## config.mk

```make
export PLATFORM = sky130hd
export DESIGN_NAME = tx_scheduler_flat
export DESIGN_NICKNAME = d
export VERILOG_FILES = /design/src/rtl/tx_scheduler_if.sv /design/src/rtl/tx_scheduler.sv /design/src/flat_wrapper.sv
export SDC_FILE = /design/constraint.sdc
export NUM_CORES = 1
export LEC_CHECK = 0
export CAP_MARGIN = 30
export CORE_MARGIN = 5
export CORE_UTILIZATION = 38
export DETAILED_ROUTE_END_ITERATION = 10
export GPL_TIMING_DRIVEN = 1
export PLACE_DENSITY_LB_ADDON = 0.15
export SLEW_MARGIN = 10
export SYNTH_ARGS = -nofsm -noshare
export SYNTH_HDL_FRONTEND = slang
export SYNTH_SLANG_ARGS = --single-unit
```

## constraint.sdc

```tcl
create_clock -name clock -period 2.52 [get_ports clock]
set_input_delay 0.504 -clock clock [delete_from_list [all_inputs] [get_ports clock]]
set_output_delay 0.504 -clock clock [all_outputs]
set_load 0.005 [all_outputs]
```

## src/rtl/tx_scheduler_if.sv

```systemverilog
// Bundle between the byte requesters, the scheduler and the UART transmitter.
// Handshake: requester i holds req[i]/reqdata/reqlast stable until ack[i] pulses; ack is the capture strobe, the next byte may follow the cycle after.
interface tx_scheduler_if #(
  parameter int NREQ = 3
);
  logic [NREQ-1:0]   req;
  logic [8*NREQ-1:0] reqdata;
  logic [NREQ-1:0]   reqlast;
  logic [NREQ-1:0]   ack;
  logic [NREQ-1:0]   owner;
  logic              busy;
  logic [7:0]        txdata;
  logic              send;
  logic              txdone;

  modport master (
    output req, reqdata, reqlast, txdone,
    input  ack, owner, busy, txdata, send
  );

  modport slave (
    input  req, reqdata, reqlast, txdone,
    output ack, owner, busy, txdata, send
  );
endinterface

```

## src/rtl/tx_scheduler.sv

```systemverilog
// Frame-level round-robin scheduler sharing one UART transmitter between NREQ byte streams.
// A requester keeps the transmitter for a whole frame; txdata is held while the byte shifts out.
module tx_scheduler #(
  parameter int NREQ      = 3,
  parameter int GAPCLOCKS = 0
) (
  input  logic             clock,
  input  logic             reset,
  tx_scheduler_if.slave    bus,
  output logic [2:0]       state_o
);

  localparam int IW = (NREQ > 1) ? $clog2(NREQ) : 1;

  typedef enum logic [2:0] {
    S_IDLE     = 3'd0,
    S_SEND     = 3'd1,
    S_WAITLOW  = 3'd2,
    S_WAITHIGH = 3'd3,
    S_GAP      = 3'd4
  } state_e;

  state_e            state_q, state_d;
  logic [IW-1:0]     ptr_q, ptr_d;
  logic [IW-1:0]     win_q, win_d;
  logic [15:0]       gap_q, gap_d;
  logic              lock_q, lock_d;
  logic              last_q, last_d;
  logic [NREQ-1:0]   owner_q, owner_d;
  logic [NREQ-1:0]   ack_q, ack_d;
  logic [7:0]        txdata_q, txdata_d;
  logic              send_q, send_d;
  logic              busy_q;

  logic [IW-1:0]     cand [NREQ];
  logic              found;
  logic [IW-1:0]     pick;
  logic [7:0]        pick_data;
  logic              pick_last;
  logic [NREQ-1:0]   pick_oh;

  always_comb begin
    for (int k = 0; k < NREQ; k++) begin
      cand[k] = IW'((int'(ptr_q) + k) % NREQ);
    end
  end

  // Scanning in reverse lets the earliest index in search order overwrite later ones.
  always_comb begin
    found = 1'b0;
    pick  = '0;
    if (lock_q) begin
      found = bus.req[win_q];
      pick  = win_q;
    end else begin
      for (int k = NREQ - 1; k >= 0; k--) begin
        if (bus.req[cand[k]]) begin
          found = 1'b1;
          pick  = cand[k];
        end
      end
    end
  end

  always_comb begin
    pick_data = '0;
    pick_last = 1'b0;
    for (int i = 0; i < NREQ; i++) begin
      if (pick == IW'(i)) begin
        pick_data = bus.reqdata[8*i +: 8];
        pick_last = bus.reqlast[i];
      end
    end
    pick_oh = {{(NREQ-1){1'b0}}, 1'b1} << pick;
  end

  always_comb begin
    state_d  = state_q;
    ptr_d    = ptr_q;
    win_d    = win_q;
    gap_d    = gap_q;
    lock_d   = lock_q;
    last_d   = last_q;
    owner_d  = owner_q;
    txdata_d = txdata_q;
    ack_d    = '0;
    send_d   = 1'b0;
    case (state_q)
      S_IDLE: begin
        if (found) begin
          state_d  = S_SEND;
          win_d    = pick;
          txdata_d = pick_data;
          ack_d    = pick_oh;
          owner_d  = pick_oh;
          lock_d   = ~pick_last;
          last_d   = pick_last;
        end
      end
      S_SEND: begin
        send_d  = 1'b1;
        state_d = S_WAITLOW;
      end
      S_WAITLOW: begin
        if (!bus.txdone) state_d = S_WAITHIGH;
      end
      S_WAITHIGH: begin
        if (bus.txdone) begin
          if (last_q) begin
            lock_d  = 1'b0;
            owner_d = '0;
            ptr_d   = IW'((int'(win_q) + 1) % NREQ);
          end
          gap_d   = '0;
          state_d = (GAPCLOCKS > 0) ? S_GAP : S_IDLE;
        end
      end
      S_GAP: begin
        if (gap_q == 16'(GAPCLOCKS - 1)) state_d = S_IDLE;
        else                              gap_d   = gap_q + 16'd1;
      end
      default: state_d = S_IDLE;
    endcase
  end

  always_ff @(posedge clock) begin
    if (reset) begin
      state_q  <= S_IDLE;
      ptr_q    <= '0;
      win_q    <= '0;
      gap_q    <= '0;
      lock_q   <= 1'b0;
      last_q   <= 1'b0;
      owner_q  <= '0;
      ack_q    <= '0;
      txdata_q <= '0;
      send_q   <= 1'b0;
      busy_q   <= 1'b0;
    end else begin
      state_q  <= state_d;
      ptr_q    <= ptr_d;
      win_q    <= win_d;
      gap_q    <= gap_d;
      lock_q   <= lock_d;
      last_q   <= last_d;
      owner_q  <= owner_d;
      ack_q    <= ack_d;
      txdata_q <= txdata_d;
      send_q   <= send_d;
      busy_q   <= (state_d != S_IDLE);
    end
  end

  assign bus.ack    = ack_q;
  assign bus.owner  = owner_q;
  assign bus.busy   = busy_q;
  assign bus.txdata = txdata_q;
  assign bus.send   = send_q;
  assign state_o    = state_q;

endmodule

```

## src/flat_wrapper.sv

```systemverilog
// flat-port wrapper written by rule: the top's interface ports become plain ports
module tx_scheduler_flat 
#(
  parameter int NREQ      = 3,
  parameter int GAPCLOCKS = 0
)
  (clock, reset, state_o, bus_req, bus_reqdata, bus_reqlast, bus_txdone, bus_ack, bus_owner, bus_busy, bus_txdata, bus_send);
  tx_scheduler_if #(.NREQ(NREQ)) bus_i ();
  input  logic clock;
  input  logic reset;
  output logic [2:0] state_o;
  input wire logic [$bits(bus_i.req)-1:0] bus_req;
  input wire logic [$bits(bus_i.reqdata)-1:0] bus_reqdata;
  input wire logic [$bits(bus_i.reqlast)-1:0] bus_reqlast;
  input wire logic [$bits(bus_i.txdone)-1:0] bus_txdone;
  output wire logic [$bits(bus_i.ack)-1:0] bus_ack;
  output wire logic [$bits(bus_i.owner)-1:0] bus_owner;
  output wire logic [$bits(bus_i.busy)-1:0] bus_busy;
  output wire logic [$bits(bus_i.txdata)-1:0] bus_txdata;
  output wire logic [$bits(bus_i.send)-1:0] bus_send;
  assign bus_i.req = bus_req;
  assign bus_i.reqdata = bus_reqdata;
  assign bus_i.reqlast = bus_reqlast;
  assign bus_i.txdone = bus_txdone;
  assign bus_ack = bus_i.ack;
  assign bus_owner = bus_i.owner;
  assign bus_busy = bus_i.busy;
  assign bus_txdata = bus_i.txdata;
  assign bus_send = bus_i.send;
  tx_scheduler #(.NREQ(NREQ), .GAPCLOCKS(GAPCLOCKS)) u_core (.clock(clock), .reset(reset), .bus(bus_i), .state_o(state_o));
endmodule
```

Word level (Yosys, flattened, before mapping)
Cells that the tools add are included.
- add/sub/neg operators: 4
- divide/modulo/power cells: 4
- $lt $le $gt $ge: 4
- equal/unequal tests: 11
- shifts and indexed selects: 1
- mux-type cells: 39
- bitwise logic cells: 3
- reduce and logical (&&, ||, !) cells: 10
- operator list (operator ; number):
    32-bit by 3-bit remainder unit with 32-bit output, second input constant ; 3
    3-bit by 3-bit remainder unit with 32-bit output, second input constant ; 1
    16-bit two-way mux ; 2
    16-bit one-hot mux with 2 select lines ; 1
    8-bit two-way mux ; 3
    3-bit two-way mux ; 7
    16-bit by 1-bit adder with 16-bit output, second input constant ; 1
    16-bit equality test, second input constant ; 1
    1-bit two-way mux ; 15
    3-bit one-hot mux with 5 select lines ; 1
    2-bit by 3-bit < comparator with 1-bit output, second input constant ; 4
    1-bit binary-select mux with 2-bit select ; 4
    2-bit two-way mux ; 4
    2-bit by 1-bit adder with 3-bit output, second input constant ; 2
    3-bit by 2-bit equality test with 1-bit output, second input constant ; 2
    3-bit one-hot mux with 2 select lines ; 1
    3-bit AND reduction ; 2
    2-bit by 1-bit != test with 1-bit output, second input constant ; 2
    2-bit != test, second input constant ; 2
    4-bit AND reduction ; 1
    2-bit nonzero test ; 2
    2-bit by 2-bit adder with 3-bit output, second input constant ; 1
    3-bit by 1-bit equality test with 1-bit output, second input constant ; 1
    3-bit equality test, second input constant ; 1
    other kinds (10) ; 12
- register bits: 41
- input bits: 33
- output and inout port bits: 19
- word-level logic and storage cells: 87

Depth between registers and ports, before layout
Gate-level depths: netlist of the first run.
- depth after elaboration: 15
- mapped depth: 10

Worst setup path after synthesis of the first run
OpenSTA, ideal clock, no wires.
- path type: reg2reg
- start: register u_core.ptr_q[0]
- end: register u_core.txdata_q[0], in the netlist u_core.bus.txdata[0]
- setup time: 0.122 ns
- arrival time: 2.201 ns
- data required time: 2.398 ns
- slack: 0.197 ns
- stages on the path, launching flop included: 11
- path through: dfxtp_1 inv_1 ha_1 buf_6 or2_1 a311oi_2 a32oi_2 or2_1 nor2b_1 clkbuf_1 a221o_1
- cells in the longest elaborated chain, start to end: 12
- ends and longest elaborated chain (item ; RTL line ; RTL):
    from (decl) ; tx_scheduler.sv:24 ; logic [IW-1:0] ptr_q, ptr_d;
    from (signal assigned) ; tx_scheduler.sv:141 ; ptr_q <= ptr_d;
    2-bit by 2-bit adder with 3-bit output ; tx_scheduler.sv:44 ; cand[k] = IW'((int'(ptr_q) + k) % NREQ);
    32-bit by 3-bit remainder unit with 32-bit output ; tx_scheduler.sv:44 ;
    1-bit binary-select mux with 2-bit select ; tx_scheduler.sv:57 ; if (bus.req[cand[k]]) begin
    1-bit two-way mux (not written as such) ; tx_scheduler.sv:57 ;
    2-bit two-way mux (3 in series) ; tx_scheduler.sv:57 ;
    2-bit two-way mux ; tx_scheduler.sv:52 ; if (lock_q) begin
    2-bit zero test ; tx_scheduler.sv:69 ; if (pick == IW'(i)) begin
    8-bit two-way mux (3 in series) ; tx_scheduler.sv:69 ;
    to (signal assigned) ; tx_scheduler.sv:148 ; txdata_q <= txdata_d;
    to (decl) ; tx_scheduler.sv:31 ; logic [7:0] txdata_q, txdata_d;
Parallel ways exist; a longest one is shown, timed or not. The select of a mux whose other input is x is not followed.
A chain may end at the register's enable or synchronous reset.

Worst setup path in the final report of the first run
- start: input port bus_req[2]
- end: register u_core.txdata_q[3], in the netlist u_core.bus.txdata[3]
- cells in the longest elaborated chain, start to end: 10
- ends and longest elaborated chain (item ; RTL line ; RTL):
    from (decl) ; flat_wrapper.sv:12 ; input wire logic [$bits(bus_i.req)-1:0] bus_req;
    1-bit binary-select mux with 2-bit select ; tx_scheduler.sv:57 ;
    1-bit two-way mux (not written as such) ; tx_scheduler.sv:57 ;
    2-bit two-way mux (3 in series) ; tx_scheduler.sv:57 ;
    2-bit two-way mux ; tx_scheduler.sv:52 ;
    2-bit zero test ; tx_scheduler.sv:69 ;
    8-bit two-way mux (3 in series) ; tx_scheduler.sv:69 ;
Parallel ways exist; a longest one is shown, timed or not. The select of a mux whose other input is x is not followed.

==> run summary, run 1 <==
status: completed
vias in the first global route: 1,814
CTS tree: done
Critical Path Source Type: input port
RSZ-0062 raised after global routing: false
pin count of the biggest net entering global routing: 19
post-synthesis mux area share: 0.0433
chip width: 84.0 um
number of enable flip-flop cells after synthesis: 0
Core ar.: 5410 um^2
Worst Path Arrival: 2.58 ns
Net count, final: 327
first-pass GRT wire length: 8270 um
Routed wire per std cell: 13.3 um
placed wire-length estimate: 3680 um
Synth top area share: 0.395
CP Class: input port to flop
crit end category: flop
PD cells: 685 nW/um^2
Syn-to-layout area delta: 35.0%
max cap viols: 0
CP Max Fanout: 10
ys flop type: dfxtp_1
post-cts hold buffer count: 0
leakage: 0.993 nW
CTS buffer count: 5
WL final: 4840 um
Tcrit/Tclk final: 0.929
Hold Crit Class: flop to flop
layout cells sized above 1: 0.0893
Core Rows: 27
clk_skew: 0.00966 ns
top cells by area, synth: dfxtp_1, nor2_1, a21oi_1, a221o_1, mux2i_1
Avg Cell Area, Syn: 8.77 um^2
H-tree Lvls: 2
All-Layer GR Usage: 0.142
Post-Layout Cell Count: 363
# IOs: 52
register bit total from synthesis: 41
Simple-Gate Fraction of Synth Area: 0.252
area share of fa/ha/maj cells after synthesis: 0.0241
fin util: 0.519
pins over their slew limit: 0
final hold vios: 0
clock slew seen by the registers of the worst setup and hold paths: 0.08 ns
ANT nets after route: 0
Seq/Total Area, Yosys: 0.395
count of unique library cells instantiated by Yosys: 49
Post-Syn Area: 2080 um^2
minimum clock period: 2.34 ns
CTS sink cnt: 41
Ys Warns: 0
Die Y: 84.0 um
# setup viols final: 0
placed insts: 355
largest family of logic cells by synthesized area: simple AND/OR/NAND/NOR gates
ANT cells: 0
starting density of the core: 0.385
xor/xnor share of the synthesized area: 0.0590
router iterations before antenna repair: 4
worst-margin pin slew: 0.548 ns
final worst slack: 0.180 ns
Max Clk Rate: 427 MHz
clk_lat worst skew: 0.29 ns
post-CTS setup buffer count: 0
setup slack at placement: -0.219 ns
Syn Nets: 274
Yosys top cell by area: dfxtp_1
initial antenna violation count: 0
asr flop ratio synth: 0
Vias/cell: 5.20
die area: 7050 um^2
IO Port Bufs: 51
total number of vias: 1,887
maximum clock path buffer count: 2
max_slew headroom: 0.633
starting DRC count in detailed routing: 43
gp weighted congestion: 0.804
Clock Root Buffer: clkbuf_8
CP required: 2.76 ns
VDD IR-drop max: 0.000260 V
Cells after Synth: 237
total grt overflow: 0
Synth Area in Compound Gates: 0.184
Post-route DRC: 0
==> power breakdown <==
part | switching [W] | internal (W)
sequential | 0.0000722 | 0.000736
clock | 0.000217 | 0.000323
combinational | 0.000238 | 0.000335
==> cells by family (layout without fill, tap and decap cells) <==
logic type,Yosys count,count (layout)
simple gates,100,100
compound gates,51,51
flops,41,41
buf+inv,18,72
xor+xnor,14,14
mux,9,9
fa+ha+maj,4,4
==> what timing repair did <==
item,CTS,global route
gates resized for setup,1,3
endpoints found under the hold margin,0,0
endpoints found under the setup margin,8,8
==> flip-flops by register name, summed over array words and instances (netlist names) <==
| signal | cells |
|---|---|
| u_core.last_q | 1 |
| u_core.state_o | 3 |
| u_core.ptr_q | 2 |
| u_core.bus.owner | 3 |
| u_core.bus.send | 1 |
| u_core.lock_q | 1 |
| u_core.bus.ack | 3 |
| u_core.bus.txdata | 8 |
| u_core.gap_q | 16 |
| u_core.win_q | 2 |
| u_core.bus.busy | 1 |
==> cell usage after synthesis (2+ instances only) <==
cell type and number:
dfxtp_1 41, nor2_1 28, a21oi_1 18, nand2_1 17
nand3_1 14, a221o_1 9, mux2i_1 9, xnor2_1 9
clkbuf_1 7, and3_1 5, nor2b_1 5, xor2_1 5
a211oi_1 4, a21o_1 4, buf_2 4, ha_1 4
inv_1 4, nand3b_1 4, nor3_1 4, nand2b_1 3
nand4_1 3, nor4b_1 3, o21ai_0 3, and4_1 2
buf_6 2, or2_1 2, or3_1 2
==> path summary, 6_finish.rpt <==
check                                         start                    to  slack [ns]  cells past startpoint
worst min-delay path            u_core.bus.owner[0]   u_core.bus.owner[0]        0.47                      2
worst max-delay path                     bus_req[2]  u_core.bus.txdata[3]        0.18                      8
worst max register to register      u_core.ptr_q[0]  u_core.bus.txdata[3]        0.23                      9
worst min register to register  u_core.bus.owner[0]   u_core.bus.owner[0]        0.47                      2
==> final cells by class <==
class                   count  area [um^2]
fillers                   541         2600
multi-input cells         178         1180
flip-flops and latches     41          822
repair buffers             60          578
well taps                  72         90.1
clock buffers               7         86.3
clock inverters             1         30.0
inverters                   4         15.0
==> cells in the final DEF, fill, tap and decap left out, types with 4 or more instances in the layout <==
cell type,n
nand2_1,17
clkdlybuf4s50_1,51
nand3_1,14
a21o_1,4
and3_1,5
clkbuf_8,6
dfxtp_1,40
nor2b_1,4
buf_4,9
nor3_1,4
a21oi_1,18
nand3b_1,4
mux2i_1,9
a221o_1,9
xnor2_1,9
a211oi_1,4
xor2_1,5
nor2_1,28
inv_1,4
==> metal layers <==
layer | global-route usage | vias to the layer above | wire, um
met2 | 0.240 | 34 | 2350
met5 | 0 | - | 0
li1 | - | 966 | -
met1 | 0.169 | 877 | 2170
met4 | 0.0643 | 0 | 125
met3 | 0.0355 | 10 | 203
==> worst max-delay path, cell delays in order <==
cell,delay (ns)
clkdlybuf4s50_1,0.59
nor3_1,0.07
nor4b_1,0.38
a32oi_2,0.14
or4b_1,0.49
buf_4,0.19
nor2_1,0.10
a221o_1,0.11
==> per-stage QoR <==
stage / cell area [um^2] / hold WS, ns / total power, W / setup TNS (ns)
3_5_place_dp: 2670 / 0.462 / 0.00140 / -1.64
3_3_place_gp: 2670 / 0.456 / 0.00139 / -1.23
6_report: 2810 / 0.473 / 0.00192 / 0
2_1_floorplan: 2080 / 0.453 / 0.00111 / 0
5_1_grt: 2810 / 0.512 / 0.00204 / 0
4_1_cts: 2790 / 0.474 / 0.00195 / 0
Note: power is estimated with default switching activity, not from simulation.
==> run 2, diff against run 1 <==
Settings changed: SKIP_LAST_GASP set to 1.
==> results of run 2 <==
No change in the layout: final DEF, timing and power equal those of run 1.
